--- src/rtl/snoop_responder.sv ---
// snoop_responder
//   Bus-side half of an MSI snooping cache controller. Watches bus messages
//   issued by other caches, updates the local per-line coherence state, and
//   requests a writeback when a remote miss hits a locally exclusive line.
//   Owns the line-state array and exposes a CPU-side read port and write port.
//
// Line states: 00 invalid, 01 shared, 10 exclusive.
// Bus messages: 001 read miss, 010 write miss, 011 invalidate, others no-op.
//
// Ports:
//   clock, reset                 rising-edge clock, async active-high reset
//   snoop_valid/ready/msg/index  bus message handshake
//   snoop_done                   pulse: message fully processed
//   abort_mem                    pulse: memory must abort, local cache supplies
//   wb_req/wb_index/wb_ack       writeback request held until acknowledged
//   proto_err                    pulse: invalidate seen on an exclusive line
//   cpu_wr_en/index/state        CPU-side state update (state 11 ignored)
//   cpu_wr_nack                  pulse: CPU update dropped, snoop owned line
//   rd_index/rd_state            combinational CPU-side lookup
//
// Optional feature macro SNOOP_STATS_EN: adds saturating hit_count and
// wb_count outputs of CNT_W bits.
module snoop_responder #(
  parameter int         IDX_W       = 3,
  parameter logic [1:0] RESET_STATE = 2'b00,
  parameter int         CNT_W       = 16
) (
  input  logic             clock,
  input  logic             reset,
  input  logic             snoop_valid,
  output logic             snoop_ready,
  input  logic [2:0]       snoop_msg,
  input  logic [IDX_W-1:0] snoop_index,
  output logic             snoop_done,
  output logic             abort_mem,
  output logic             wb_req,
  output logic [IDX_W-1:0] wb_index,
  input  logic             wb_ack,
  output logic             proto_err,
  input  logic             cpu_wr_en,
  input  logic [IDX_W-1:0] cpu_wr_index,
  input  logic [1:0]       cpu_wr_state,
  output logic             cpu_wr_nack,
  input  logic [IDX_W-1:0] rd_index,
  output logic [1:0]       rd_state
`ifdef SNOOP_STATS_EN
  ,
  output logic [CNT_W-1:0] hit_count,
  output logic [CNT_W-1:0] wb_count
`endif
);

  localparam int LINES = 1 << IDX_W;

  localparam logic [1:0] ST_INV = 2'b00;
  localparam logic [1:0] ST_SH  = 2'b01;
  localparam logic [1:0] ST_EX  = 2'b10;

  localparam logic [2:0] MSG_RD_MISS = 3'b001;
  localparam logic [2:0] MSG_WR_MISS = 3'b010;
  localparam logic [2:0] MSG_INVAL   = 3'b011;

  typedef enum logic [1:0] {S_IDLE, S_LOOKUP, S_WRITEBACK} state_t;

  state_t           state_q, state_nxt;
  logic [1:0]       lines [LINES];
  logic [2:0]       msg_p0;
  logic [IDX_W-1:0] idx_p0;
  logic [1:0]       line_cur;

  logic             done_nxt, abort_nxt, proto_nxt, nack_nxt;
  logic             wb_set, wb_clr, fsm_we, hit, ack_take;
  logic [1:0]       fsm_wdata;
  logic             msg_known, cpu_apply, conflict, cpu_we;

  assign snoop_ready = (state_q == S_IDLE);
  assign rd_state    = lines[rd_index];
  assign line_cur    = lines[idx_p0];
  assign msg_known   = (msg_p0 == MSG_RD_MISS) || (msg_p0 == MSG_WR_MISS) ||
                       (msg_p0 == MSG_INVAL);

  // Stage p0: accepted message captured on the handshake edge
  always_ff @(posedge clock) begin
    if (snoop_valid && snoop_ready) begin
      msg_p0 <= snoop_msg;
      idx_p0 <= snoop_index;
    end
  end

  always_ff @(posedge clock or posedge reset) begin
    if (reset) state_q <= S_IDLE;
    else       state_q <= state_nxt;
  end

  always_comb begin
    state_nxt = state_q;
    done_nxt  = 1'b0;
    abort_nxt = 1'b0;
    proto_nxt = 1'b0;
    wb_set    = 1'b0;
    wb_clr    = 1'b0;
    fsm_we    = 1'b0;
    fsm_wdata = ST_INV;
    hit       = 1'b0;
    ack_take  = 1'b0;
    unique case (state_q)
      S_IDLE: begin
        if (snoop_valid) state_nxt = S_LOOKUP;
      end
      S_LOOKUP: begin
        state_nxt = S_IDLE;
        done_nxt  = 1'b1;
        hit       = (line_cur == ST_SH) || (line_cur == ST_EX);
        if (msg_known) begin
          if (line_cur == ST_SH) begin
            fsm_we = (msg_p0 != MSG_RD_MISS);
          end else if (line_cur == ST_EX) begin
            if (msg_p0 == MSG_INVAL) begin
              // Another cache should never invalidate a line we own dirty.
              fsm_we    = 1'b1;
              proto_nxt = 1'b1;
            end else begin
              done_nxt  = 1'b0;
              abort_nxt = 1'b1;
              wb_set    = 1'b1;
              state_nxt = S_WRITEBACK;
            end
          end
        end
      end
      S_WRITEBACK: begin
        if (wb_ack) begin
          ack_take  = 1'b1;
          wb_clr    = 1'b1;
          fsm_we    = 1'b1;
          fsm_wdata = (msg_p0 == MSG_RD_MISS) ? ST_SH : ST_INV;
          done_nxt  = 1'b1;
          state_nxt = S_IDLE;
        end
      end
      default: state_nxt = S_IDLE;
    endcase
  end

  // The snoop owns its line on any edge it writes it and for the whole
  // writeback; a CPU update to that line is dropped and nacked.
  assign cpu_apply = cpu_wr_en && (cpu_wr_state != 2'b11);
  assign conflict  = (fsm_we && (cpu_wr_index == idx_p0)) ||
                     ((state_q == S_WRITEBACK) && (cpu_wr_index == wb_index));
  assign cpu_we    = cpu_apply && !conflict;
  assign nack_nxt  = cpu_apply && conflict;

  // Stage p1: registered responses and line-state array update
  always_ff @(posedge clock or posedge reset) begin
    if (reset) begin
      for (int i = 0; i < LINES; i++) lines[i] <= RESET_STATE;
      snoop_done  <= 1'b0;
      abort_mem   <= 1'b0;
      proto_err   <= 1'b0;
      cpu_wr_nack <= 1'b0;
      wb_req      <= 1'b0;
      wb_index    <= '0;
    end else begin
      snoop_done  <= done_nxt;
      abort_mem   <= abort_nxt;
      proto_err   <= proto_nxt;
      cpu_wr_nack <= nack_nxt;
      if (wb_set) begin
        wb_req   <= 1'b1;
        wb_index <= idx_p0;
      end else if (wb_clr) begin
        wb_req <= 1'b0;
      end
      if (fsm_we) lines[idx_p0]       <= fsm_wdata;
      if (cpu_we) lines[cpu_wr_index] <= cpu_wr_state;
    end
  end

`ifdef SNOOP_STATS_EN
  always_ff @(posedge clock or posedge reset) begin
    if (reset) begin
      hit_count <= '0;
      wb_count  <= '0;
    end else begin
      if (hit && (hit_count != '1))     hit_count <= hit_count + 1'b1;
      if (ack_take && (wb_count != '1)) wb_count  <= wb_count + 1'b1;
    end
  end
`endif

endmodule
--- config.mk ---
export PLATFORM = sky130hd
export DESIGN_NAME = snoop_responder
export DESIGN_NICKNAME = d
export VERILOG_FILES = /design/src/rtl/snoop_responder.sv
export SDC_FILE = /design/constraint.sdc
export NUM_CORES = 1
export LEC_CHECK = 0
export CAP_MARGIN = 10
export CORE_UTILIZATION = 45
export CTS_CLUSTER_DIAMETER = 30
export DETAILED_ROUTE_END_ITERATION = 8
export PLACE_DENSITY = 0.67
export SYNTH_ARGS = -nofsm -noshare
export SYNTH_HDL_FRONTEND = slang
export SYNTH_SLANG_ARGS = --single-unit
export TNS_END_PERCENT = 5
--- constraint.sdc ---
create_clock -name clock -period 2.44 [get_ports clock]
set_input_delay 0.366 -clock clock [delete_from_list [all_inputs] [get_ports clock]]
set_output_delay 0.366 -clock clock [all_outputs]
set_load 0.02 [all_outputs]
==> out/results.md <==
| Parameter | Value | Unit |
|:---|:---|:---|
| Status | finished, final reports clean | - |
| Clock tree from TritonCTS | done | - |
| Post-DR vias/cell | 5.68 | - |
| Final std cells w/o fill | 342 | - |
| Top flip-flop cell by instance count after synthesis | dfrtp_1 | - |
| Yosys warning count | 0 | - |
| Detail Route Antenna Nets | 0 | - |
| Worst vdd rail ir drop | 569 | uV |
| Buffer depth of the longest clock path | 2 | - |
| DIE WIDTH | 73.0 | um |
| Syn_nets | 249 | - |
| Antenna violations before repair | 0 | - |
| Share of async-settable or async-resettable flops after synthesis | 81.3 | % |
| Count of unique library cells instantiated by Yosys | 53 | - |
| Clock transition at the register clock pins on the worst setup and hold paths after CTS | 0.07 | ns |
| Final Hold Fails | 0 | - |
| Core Region | 4790 | um2 |
| Family with the most delay on the worst path | compound AO/OA/AOI/OAI gates | - |
| Slew headroom | 58.1 | % |
| Buffers plus inverters on the worst setup path | 2 | - |
| Kind of end point of the critical path | register | - |
| Number of nets in the layout | 296 | - |
| H-tree depth reported by CTS | 2 | - |
| Count of filler cells inserted in the layout | 432 | - |
| Post-detailed-route DRC marker count | 0 | - |
| Share of cells above drive strength 1 | 19.6 | % |
| Full die area | 5330 | um2 |
| Count of vias placed by the detailed router | 1944 | - |
| Top cell type by total area after synthesis | dfrtp_1 | - |
| Most prevalent standard cell on the critical path | buf_4 | - |
| Startpoint type of the worst setup path | register | - |
| Antenna Cells | 0 | - |
| Synthesized cell area | 2270 | um2 |
| Pwr dens | 745 | nW/um2 |
| First-pass detailed-route iteration total | 4 | - |
| Top post-synthesis cells by count | 26 x dfrtp_1, 18 x nand2_1, 18 x o21ai_0 | - |
| Min Tclk post-route | 2.35 | ns |
| Final-report setup violation count | 0 | - |
| Total chip power | 2.14 | mW |
| Number of ports placed on the die boundary | 30 | - |
| Via count of the first global-routing pass | 1822 | - |
| Most common cell in the netlist | dfrtp_1 | - |
| I/O Buffers | 29 | - |
| All-layer global routing usage | 22.5 | % |
| Fraction of post-synthesis cell area in the top cell type by area | 28.7 | % |
| Pin count of the biggest net entering global routing | 27 | - |
| Routed wirelength normalized by instance count | 16.1 | um |
| Number of cell rows | 25 | - |
| Leak | 1.12 | nW |
| Largest stage delay, worst path | 0.44 | ns |
| Synth Area per Inst | 10.0 | um2 |
| Die H | 73.0 | um |
| Count of state elements after synthesis | 32 | - |
| Routed Wire Length | 5490 | um |
| DP Wirelength | 4180 | um |
| Final Cycle Share | 96.4 | % |
| Weighted congestion at the end of routability-driven global placement | 0.889 | - |
| Sequential cell area fraction in the yosys report | 36.6 | % |
| Initial Util | 47.4 | % |
| Worst-case clock skew | 0.00856 | ns |
| Worst Tran Pin Value | 0.612 | ns |
| Number of flops mapped to enable cells by yosys | 6 | - |
| Maximum clock frequency | 0.425 | GHz |
| Dominant cells by area after synthesis | dfrtp_1 29%, edfxtp_1 7.9%, mux2i_1 4.4% | - |
| Setup repair after global routing missed its margin | false | - |
| Critical Path Slowest Stage Cell | a211oi_4 | - |
| Data required time at the worst endpoint | 2.61 | ns |
| MaxCap Viol Count | 0 | - |
| # hold bufs at CTS | 0 | - |
| Cell count after synthesis | 227 | - |
| Clock Tree Root | clkbuf_8 | - |
| Skew-Pair Late Insertion Delay | 0.29 | ns |
| CTS sink count | 32 | - |
| Number of buffers created by CTS | 5 | - |
| Setup ws final | 0.0879 | ns |
| Post-place setup slack | -0.250 | ns |
| Global-route wire length before repair | 8990 | um |
| Placed cell count | 333 | - |
| Cell breakdown of the critical path | buf_4 -> mux2i_1 -> o21ai_1 -> a211oi_4 -> nand3_4 -> nor4b_4 -> buf_4 -> mux2_4 | - |
| Max FO, Critical Path | 11 | - |
| DRT iter0 DRCs | 158 | - |
| Setup Crit Path Kind | reg -> reg | - |
| Worst hold path type | in -> async | - |
| Max Slew Vio Count | 0 | - |
| Remaining global-route overflow | 0 | - |
| Area growth from synthesis to layout | 26.4 | % |
| Crit path arrival time | 2.52 | ns |
## kinds of logic after synthesis
family	share of synthesized area [%]
AND/OR/NAND/NOR	17.8
multiplexers	14.6
flip-flops	36.6
adder cells (fa/ha/maj)	1.65
buffers and inverters	5.73
XOR/XNOR	2.70
AO/OA/AOI/OAI	20.9
## layer usage
metal  GRT usage [%]  wire length, um  part of all wire, %  up-vias
li1                -                -                    -      952
met1            33.1             2700                   49      924
met2            34.7             2480                   45       63
met3            2.90              256                  4.7        5
met4            6.32               57                  1.0        0
met5               0                0                    0        -
## cell type report
class / instances / area [um2] / area share [%]
Inverter: 7 / 26.3 / 0.916
Timing Repair Buffer: 55 / 503 / 17.5
Clock buffer: 6 / 72.6 / 2.53
Clock inverter: 2 / 35.0 / 1.22
Sequential cell: 32 / 831 / 29.0
Tap cell: 67 / 83.8 / 2.92
Multi-Input combinational cell: 173 / 1320 / 45.9
## flip-flops by register name, summed over array words and instances, names as in the netlist
name,flops
abort_mem,1
cpu_wr_nack,1
idx_p0,3
lines,16
msg_p0,3
proto_err,1
snoop_done,1
state_q,2
wb_index,3
wb_req,1
## where the power goes
group	leakage, nW	total (mW)	switching, mW	internal [mW]
clock	0.0552	0.503	0.200	0.303
sequential	0.361	0.747	0.0910	0.656
combinational	0.706	0.887	0.446	0.441
## stage by stage
| step | hold slack [ns] | util [%] | area (um2) | setup TNS (ns) |
|---|---|---|---|---|
| after global placement | 0.463 | 57.3 | 2740 | -0.559 |
| after floorplan | 0.406 | - | 2270 | 0 |
| final | 0.428 | 59.9 | 2870 | 0 |
| after CTS | 0.455 | 59.5 | 2850 | 0 |
| after detailed placement | 0.470 | 57.3 | 2740 | -0.650 |
| after global routing | 0.507 | 59.9 | 2870 | 0 |
## cell usage in the layout (no fill, tap or decap), types with 3 or more instances in the layout
cell type        instances
a211o_1                  5
a211oi_1                 5
a21oi_1                 12
a31o_1                   3
a31oi_1                  8
and2_1                   3
and3_1                   4
buf_4                   25
clkbuf_8                 5
clkdlybuf4s50_1         26
dfrtp_1                 26
edfxtp_1                 6
ha_1                     3
inv_1                    7
mux2_2                   6
mux2_4                   3
mux2i_1                 10
mux4_2                   4
nand2_1                 18
nand2b_1                 4
nand3_1                 10
nand3b_1                 5
nor2_1                   3
nor2b_1                  3
nor3_1                   5
o21ai_0                 18
o21ai_1                  3
xnor2_1                  7
## worst register-to-register path, delay by kind of cell, from the launching register on
family,cells,cell delay (ns)
buf+inv,2,0.40
simple gates,2,0.41
flops,1,0.33
compound gates,2,0.56
mux,2,0.55
## timing repair
action	4_1_cts	5_1_grt
gates cloned	0	0
pin swaps	0	1
setup endpoints to repair	2	20
gates resized for setup	1	4
setup buffers	0	1
## path summary, 6_finish.rpt
check                                from  depth (start not counted)           to  slack, ns
worst max register to register  idx_p0[1]                          8  wb_index[0]       0.09
worst max-delay path            idx_p0[1]                          8  wb_index[0]       0.09
max in group asynchronous           reset                          3    lines[15]       1.74
worst min register to register     wb_req                          1       wb_req       0.48
min in group clock                 wb_req                          1       wb_req       0.48
worst min-delay path                reset                          3   snoop_done       0.43
Power figures use the tool's default switching activity.
